[src/rtl/prbs_pkg.sv]
// PRBS checker shared definitions: state enum, generator geometry
// and the XNOR feedback prediction used by the checker.
package prbs_pkg;

    typedef enum logic {
        HUNT   = 1'b0,
        LOCKED = 1'b1
    } state_t;

    localparam int PRBS_WIDTH = 8;
    localparam int TAP_HI     = 7;
    localparam int TAP_LO     = 3;

    localparam logic [PRBS_WIDTH-1:0] LOCKUP = 8'hFF;

    localparam int LOCK_CNT_DEF  = 8;
    localparam int LOSS_ERRS_DEF = 4;
    localparam int WINDOW_DEF    = 64;

    function automatic logic prbs_predict(
        input logic [PRBS_WIDTH-1:0] sr
    );
        return ~(sr[TAP_HI] ^ sr[TAP_LO]);
    endfunction

endpackage

[src/rtl/prbs_err_window.sv]
// Error tally over a window of valid bits opened by the first error;
// loss fires combinationally on the error that completes the tally.
module prbs_err_window
    import prbs_pkg::*;
#(
    parameter int LOSS_ERRS = LOSS_ERRS_DEF,
    parameter int WINDOW    = WINDOW_DEF
) (
    input  logic clk,
    input  logic reset,
    input  logic valid,
    input  logic err,
    input  logic clr,
    output logic loss
);

    localparam int CW = $clog2(WINDOW + 1);
    localparam int TW = $clog2(LOSS_ERRS + 1);

    logic          active;
    logic [CW-1:0] cnt;
    logic [TW-1:0] tally;
    logic          open_win;
    logic          hit;

    // window is open until it has spanned WINDOW valid bits
    always_comb begin
        open_win = active && (cnt != CW'(WINDOW));
        hit      = valid && err;
        loss     = 1'b0;
        if (hit) begin
            if (open_win)
                loss = (tally == TW'(LOSS_ERRS - 1));
            else
                loss = (LOSS_ERRS == 1);
        end
    end

    // track window position and error tally; an expired window restarts
    always_ff @(posedge clk) begin
        if (reset || clr) begin
            active <= 1'b0;
            cnt    <= '0;
            tally  <= '0;
        end else if (valid) begin
            if (open_win) begin
                cnt <= cnt + CW'(1);
                if (err)
                    tally <= tally + TW'(1);
            end else if (err) begin
                active <= 1'b1;
                cnt    <= CW'(1);
                tally  <= TW'(1);
            end else begin
                active <= 1'b0;
                cnt    <= '0;
                tally  <= '0;
            end
        end
    end

endmodule

[config.mk]
export PLATFORM = sky130hd
export DESIGN_NAME = prbs_err_window
export DESIGN_NICKNAME = d
export VERILOG_FILES = /design/src/rtl/prbs_pkg.sv /design/src/rtl/prbs_err_window.sv
export SDC_FILE = /design/constraint.sdc
export NUM_CORES = 1
export LEC_CHECK = 0
export CAP_MARGIN = 5
export CORE_MARGIN = 2
export CORE_UTILIZATION = 40
export DETAILED_ROUTE_END_ITERATION = 8
export PLACE_DENSITY = 0.57
export SLEW_MARGIN = 20
export SYNTH_ARGS = -nofsm -noshare
export SYNTH_HDL_FRONTEND = slang
export SYNTH_SLANG_ARGS = --single-unit
export TNS_END_PERCENT = 10
[constraint.sdc]
create_clock -name clk -period 2.54 [get_ports clk]
set_clock_uncertainty 0.15 [all_clocks]
set_input_delay 0.381 -clock clk [delete_from_list [all_inputs] [get_ports clk]]
set_output_delay 0.381 -clock clk [all_outputs]
set_load 0.1 [all_outputs]
== Word-level counts from Yosys, hierarchy flattened ==
Cells that the tools add are included.
Storage, ports and cells
  flip-flop bits (word level): 11
  input bits: 5
  output and inout bits: 1
  word-level logic and storage cells: 22
Cells by class
  $add $sub $neg: 2
  equality and inequality tests: 3
  muxes and demuxes: 8
  bitwise operators: 1
  reductions and logical operators: 5
Operator list (count)
  adder 7 x 1 -> 7 bit (second input constant): 1
  two-way mux 7 bit: 1
  != test 7 bit (second input constant): 1
  two-way mux 3 bit: 2
  two-way mux 1 bit: 5
  AND reduction 2 bit: 2
  adder 3 x 1 -> 3 bit (second input constant): 1
  equality test 3 x 2 -> 1 bit (second input constant): 1
  logical AND 1 bit: 2
  != test 2 bit (second input constant): 1
  logical OR 1 bit: 1
  NOT 1 bit: 1

== Longest topological paths before layout ==
Gate-level depths: netlist (run 1).
  depth after elaboration: 4
  gate-level depth with buffers: 5
  gate-level depth less buffers: 5

== Least setup slack after synthesis (run 1) ==
OpenSTA, ideal clock, no wires.
  path kind: input -> output
  start: input valid
  end: output loss
  data arrival time: 2.224 ns
  required time: 2.009 ns
  setup slack: -0.215 ns
  cell stages on the path: 4
  cells stage by stage: clkbuf_1 clkbuf_1 nand3_1 nor2_1
On the way
  cells in the longest elaborated chain, start to end: 2
RTL lines
  start: declaration: line prbs_err_window.sv:11  | input logic valid,
  logical AND 1 bit: line prbs_err_window.sv:29  | hit = valid && err;
  two-way mux 1 bit: line prbs_err_window.sv:31  | if (hit) begin
  end: declaration: line prbs_err_window.sv:14  | output logic loss
Every way passes these cells.

== Worst setup path after layout (run 1) ==
  start: register cnt[3]
  end: output loss
On the way
  cells in the longest elaborated chain, start to end: 4
RTL lines
  start: declaration: line prbs_err_window.sv:21  | logic [CW-1:0] cnt;
  start signal: assignment: line prbs_err_window.sv:47  | cnt <= cnt + CW'(1);
  != test 7 bit: line prbs_err_window.sv:28  | open_win = active && (cnt != CW'(WINDOW));
  logical AND 1 bit: line prbs_err_window.sv:28
  two-way mux 1 bit: line prbs_err_window.sv:32  | if (open_win)
  two-way mux 1 bit: line prbs_err_window.sv:31
Every way passes these cells.

==> results of run 1 <==
flip-flops by register name (all words and copies together) (netlist names):
name,count
active,1
tally,3
cnt,7
layout make-up:
| type | instances | area, um^2 | area share, % |
|---|---|---|---|
| clock buffers | 4 | 26.3 | 3.63 |
| inverters | 3 | 11.3 | 1.56 |
| multi-input cells | 54 | 370 | 51.2 |
| flip-flops and latches | 11 | 220 | 30.4 |
| well taps | 16 | 20.0 | 2.77 |
| repair buffers | 7 | 75.1 | 10.4 |
Yosys cell counts:
master	n
or2_2	2
mux2_2	1
a31oi_1	1
nand4b_1	1
a21oi_1	4
nand2b_1	2
inv_1	3
o21ai_0	4
o21a_1	1
buf_2	1
xor2_1	3
ha_1	4
and4_1	1
nand4_1	3
o211ai_2	1
a2111oi_2	1
nand2_1	6
or3_1	2
dfxtp_1	11
o211ai_1	1
nor2_1	5
nand3_1	3
o22ai_1	2
o22a_1	1
nor2b_1	1
o32ai_1	1
or4b_1	1
nand3b_1	2
clkbuf_1	2
path summary, 6_finish.rpt:
| path | startpoint | end | slack, ps | depth (start not counted) |
|---|---|---|---|---|
| worst min register to register | tally[2] | tally[2] | 320 | 2 |
| worst min-delay path | tally[2] | tally[2] | 320 | 2 |
| worst max register to register | cnt[3] | cnt[1] | 740 | 4 |
| worst max-delay path | cnt[3] | loss | 170 | 4 |
cells by family after synthesis:
group | after synthesis | synth area share, %
simple gates | 29 | 26.4
compound gates | 17 | 19.4
flops | 11 | 36.0
buf+inv | 6 | 3.89
fa+ha+maj | 4 | 8.18
xor+xnor | 3 | 4.30
mux | 1 | 1.84
worst min-delay path: stages, from the launching register on:
cell	delay (ps)
dfxtp_1	310
nand2_1	50
o22ai_1	60
per-stage QoR:
step | setup slack, ps | std cells | cell area (um^2) | hold WS (ps)
2_1_floorplan | 226 | 71 | 614 | 296
3_3_place_gp | 458 | 91 | 697 | 305
3_5_place_dp | 454 | 91 | 697 | 314
4_1_cts | 153 | 95 | 723 | 324
5_1_grt | 59.4 | 95 | 723 | 362
6_report | 174 | 95 | 723 | 322
per-layer routing:
| layer | vias up | share of wire, % |
|---|---|---|
| li1 | 277 | - |
| met1 | 248 | 50 |
| met2 | 7 | 46 |
| met3 | 2 | 3.0 |
| met4 | 0 | 0.83 |
| met5 | - | 0 |
power breakdown:
group / leakage, uW / switching, uW / internal (uW)
Combinational: 0.000133 / 16.7 / 13.9
Sequential: 0.0000888 / 1.98 / 174
Clock: 0.0000150 / 56.1 / 60.6
==> impl_results.md, run 1 <==
* CP arrival at 1830 ps
* Die H at 43.1 um
* GR Util met3 at 3.83%
* First-pass iteration count of the detailed router at 4
* Worst slew pin tran at 367 ps
* Largest net degree at the start of global routing at 12
* Pwr per Cell Area at 447 mW/mm^2
* Die area at 0.00186 mm^2
* Worst-path clk slew at 70 ps
* DRC Markers at 0
* Initial Utilization at 41.6%
* Total CTS buffers at 3
* Status: finished, final reports clean
* Register area share after synthesis at 36.0%
* Pleak at 0.000237 uW
* N_diodes at 0
* Row count at 14
* Post-DR vias/cell at 5.62
* RSZ-0062 raised after global routing: no
* Antenna violations before repair at 0
* Vias at 534
* CTS tree: yes
* CP Cell Sequence: or4b_1 -> o21ai_0 -> nor2_2 -> buf_12
* H-tree Lvls at 1
* Starting DRT DRC Count at 16
* Final Critical Period at 2370 ps
* Number of setup buffers added after CTS at 0
* Busiest grt layer: met2
* Crit path buf inv count at 1
* F_max at 423 MHz
* Max Cap Violations at 0
* Synth Instances at 71
* Library cell with the largest summed area after synthesis: dfxtp_1
* Fin nets at 89
* Largest delay contributor family on the critical path: simple AND/OR/NAND/NOR gates
* Total Routed Length at 1210 um
* Vias in the first global route at 509
* Slowest stage cell, crit path: or4b_1
* #FFs+latches synth at 11
* Clk Latency, worst-skew pair at 260 ps
* First-pass GRT wire length at 2210 um
* CP max FO at 6
* Final Util at 49.1%
* Clock Tree Buf Depth at 2
* CTS Sinks at 11
* Syn Area/Cell at 8.62 um^2
* Crit. End Element: primary output
* Global Route Usage Sum at 16.0%
* Synth Cell Area at 612 um^2
* CP startpoint kind: register
* Final setup fails at 0
* Slew Viols, Final at 0
* CP Data Required Time at 2010 ps
* Post-CTS sizing at 0
* Area delta synth->final at 18.2%
* Hold Buf Count CTS at 0
* Dpl hpwl at 935 um
* Relative slew slack at 75.5%
* # fillers at 158
* Distinct cells, synth at 29
* PortBufs at 5
* Total congestion overflow at 0
* Ranking of synthesized cells by area: dfxtp_1 (36%), ha_1 (8.2%), xor2_1 (4.3%)
* CTS Root Cell: clkbuf_4
* Tcrit/Tclk final at 93.1%
* Final GP Congestion at 0.756
* Commonest cells after routing, fill and taps aside: dfxtp_1 (11), nand2_1 (6)
* Met2 Use GR at 23.0%
* Commonest non-fill, non-tap cell in the layout: dfxtp_1
* Layout cells sized above 1 at 15.2%
* Hold Fails Final Rpt at 0
* CP Class: reg -> out
* Post-route ant nets at 0
* Setup TNS at 0 ps
* Top cell type's share of synthesized area at 36.0%
* Ys Warns at 0
* HP Class: reg -> reg
* WL/cell at 12.8 um
* Core area at 0.00147 mm^2
* Max stage delay on crit path at 640 ps
* Post-Syn Nets at 80
* Ports at 6
* Tot Pwr at 323 uW
* Die W at 43.1 um
* Worst VDD drop at 0.177 mV
* M1 GR Usage at 22.3%
No activity file was read; power rests on OpenSTA's default activity.
==> run 2: changes to the inputs <==
RECOVER_POWER = 25   (was default)
==> run 2 against run 1 <==
  * Utilization shrank 0.60 points
  * Sequential share of layout area grew 0.37 points
  * Cell count is the same
  * Clock power is essentially flat
  * Design area shrank 1.2%
  * Count of clock-buffer cells in the layout is the same
  * Flip-flop and latch count is the same
  * Wire length grew 0.91%
  * Critical endpoint unchanged
  * Largest cell class unchanged
  * Largest power group unchanged
==> impl_results.md, run 2 (same netlist as run 1, synthesis figures left out) <==
* F_max at 426 MHz
* Global Route Usage Sum at 16.0%
* Layout cells sized above 1 at 12.7%
* Vias in the first global route at 509
* P_sw at 75.3 uW
* Slew Viols, Final at 0
* Max stage delay on crit path at 630 ps
* H-tree Lvls at 1
* Pwr per Cell Area at 452 mW/mm^2
* PortBufs at 5
* Hold path cells at 2
* Final Util at 48.6%
* Hold EP: tally[2]
* Max reg flops at 7
* CP arrival at 1810 ps
* Logic pwr share at 8.9%
* Worst VDD drop at 0.179 mV
* Post-route ant nets at 0
* Commonest cells after routing, fill and taps aside: dfxtp_1 (11), nand2_1 (6)
* Area delta synth->final at 16.8%
* Final Critical Period at 2350 ps
* Worst-path clk slew at 70 ps
* Worst R2R Path Depth at 3
* CP Data Required Time at 2010 ps
* Clock network power share at 36.5%
* CTS Root Cell: clkbuf_4
* Reg power frac at 54.6%
* Pre-CTS setup slack at 454 ps
* Setup TNS at 0 ps
* Switching Fraction at 23.3%
* WL/cell at 12.9 um
* Dpl hpwl at 935 um
* Reg2reg start: cnt[3]
* Ports at 6
* Starting DRT DRC Count at 8
* Largest net degree at the start of global routing at 12
* N_diodes at 0
* Reg-to-reg setup timing slack at 560 ps
* Initial Utilization at 41.6%
* CP max FO at 6
* Number of setup buffers added after CTS at 0
* Top flop regs: cnt x7, tally x3, active x1
* Worst Hold Launch: tally[2]
* First-pass iteration count of the detailed router at 4
* Pleak at 0.000231 uW
* Worst setup margin at 195 ps
* Clk Latency, worst-skew pair at 260 ps
* Hold Buf Count CTS at 0
* Core area at 0.00147 mm^2
* DRC Markers at 0
* Worst reg2reg path endpoint: tally[2]
* First-pass GRT wire length at 2210 um
* Post-DR vias/cell at 5.65
* CP startpoint kind: register
* Commonest non-fill, non-tap cell in the layout: dfxtp_1
* # fillers at 161
* Die W at 43.1 um
* CTS Sinks at 11
* Max Cap Violations at 0
* Final GP Congestion at 0.756
* Crit. End Element: primary output
* RSZ-0062 raised after global routing: no
* Total congestion overflow at 0
* Total CTS buffers at 3
* CTS tree: yes
* Total Routed Length at 1220 um
* Row count at 14
* Clock Tree Buf Depth at 2
* Die area at 0.00186 mm^2
* Worst slew pin tran at 604 ps
* Die H at 43.1 um
* Final setup fails at 0
* Vias at 537
* Relative slew slack at 59.6%
* Hold Fails Final Rpt at 0
* Tcrit/Tclk final at 92.3%
* Post-CTS sizing at 0
* Multi-input logic area at 365 um^2
* Storage element area at 220 um^2
* Reg with most FFs: cnt
* Status: finished, final reports clean
* Int Pwr at 247 uW
* HP Class: reg -> reg
* CP Cell Sequence: or4b_1 -> o21ai_0 -> nor2_2 -> buf_12
* Tot Pwr at 323 uW
* Fin nets at 89
* CP Class: reg -> out
* Slowest stage cell, crit path: or4b_1
* Antenna violations before repair at 0
* Min Hold Slack at 322 ps
run 2: through the flow:
step | instances | instance area [um^2]
6_report | 95 | 714
4_1_cts | 95 | 723
3_3_place_gp | 91 | 697
5_1_grt | 95 | 714
3_5_place_dp | 91 | 697
2_1_floorplan | 71 | 614
run 2: worst max-delay path by stage:
| stage | from | end | slack [ps] | cells after the start |
|---|---|---|---|---|
| after CTS | cnt[3] | loss | 150 | 4 |
| after global placement | valid | cnt[5] | 460 | 5 |
| final | cnt[3] | loss | 190 | 4 |
| after floorplan | valid | loss | 230 | 4 |
| after global routing | valid | tally[2] | 50 | 5 |
| after detailed placement | valid | cnt[6] | 450 | 5 |
run 2: worst max-delay path, delay by kind of cell (launching register included):
kind            cells  cell delay, ps
compound gates      1             310
flops               1             340
buf+inv             1             170
simple gates        2             730
run 2: power groups by stage:
stage               clock network (uW)  logic [uW]  registers (uW)
CTS                                122        30.5             176
detailed placement                   0        30.5             180
global route                       130        33.0             176
global placement                     0        30.3             180
floorplan                            0        17.5             179
finish                             118        28.8             176
run 2: final cells by class:
type | instances | area share (%)
Clock buffer | 4 | 3.68
Multi-Input combinational cell | 54 | 51.1
Timing Repair Buffer | 7 | 9.98
Sequential cell | 11 | 30.8
Tap cell | 16 | 2.80
Inverter | 3 | 1.58
run 2: routing by layer:
| metal | share of wire, % | up-vias | GRT usage [%] |
|---|---|---|---|
| met1 | 51 | 247 | 22.3 |
| met2 | 45 | 9 | 23.0 |
| met4 | 0.82 | 0 | 7.27 |
| li1 | - | 279 | - |
| met5 | 0 | - | 0 |
| met3 | 2.9 | 2 | 3.83 |
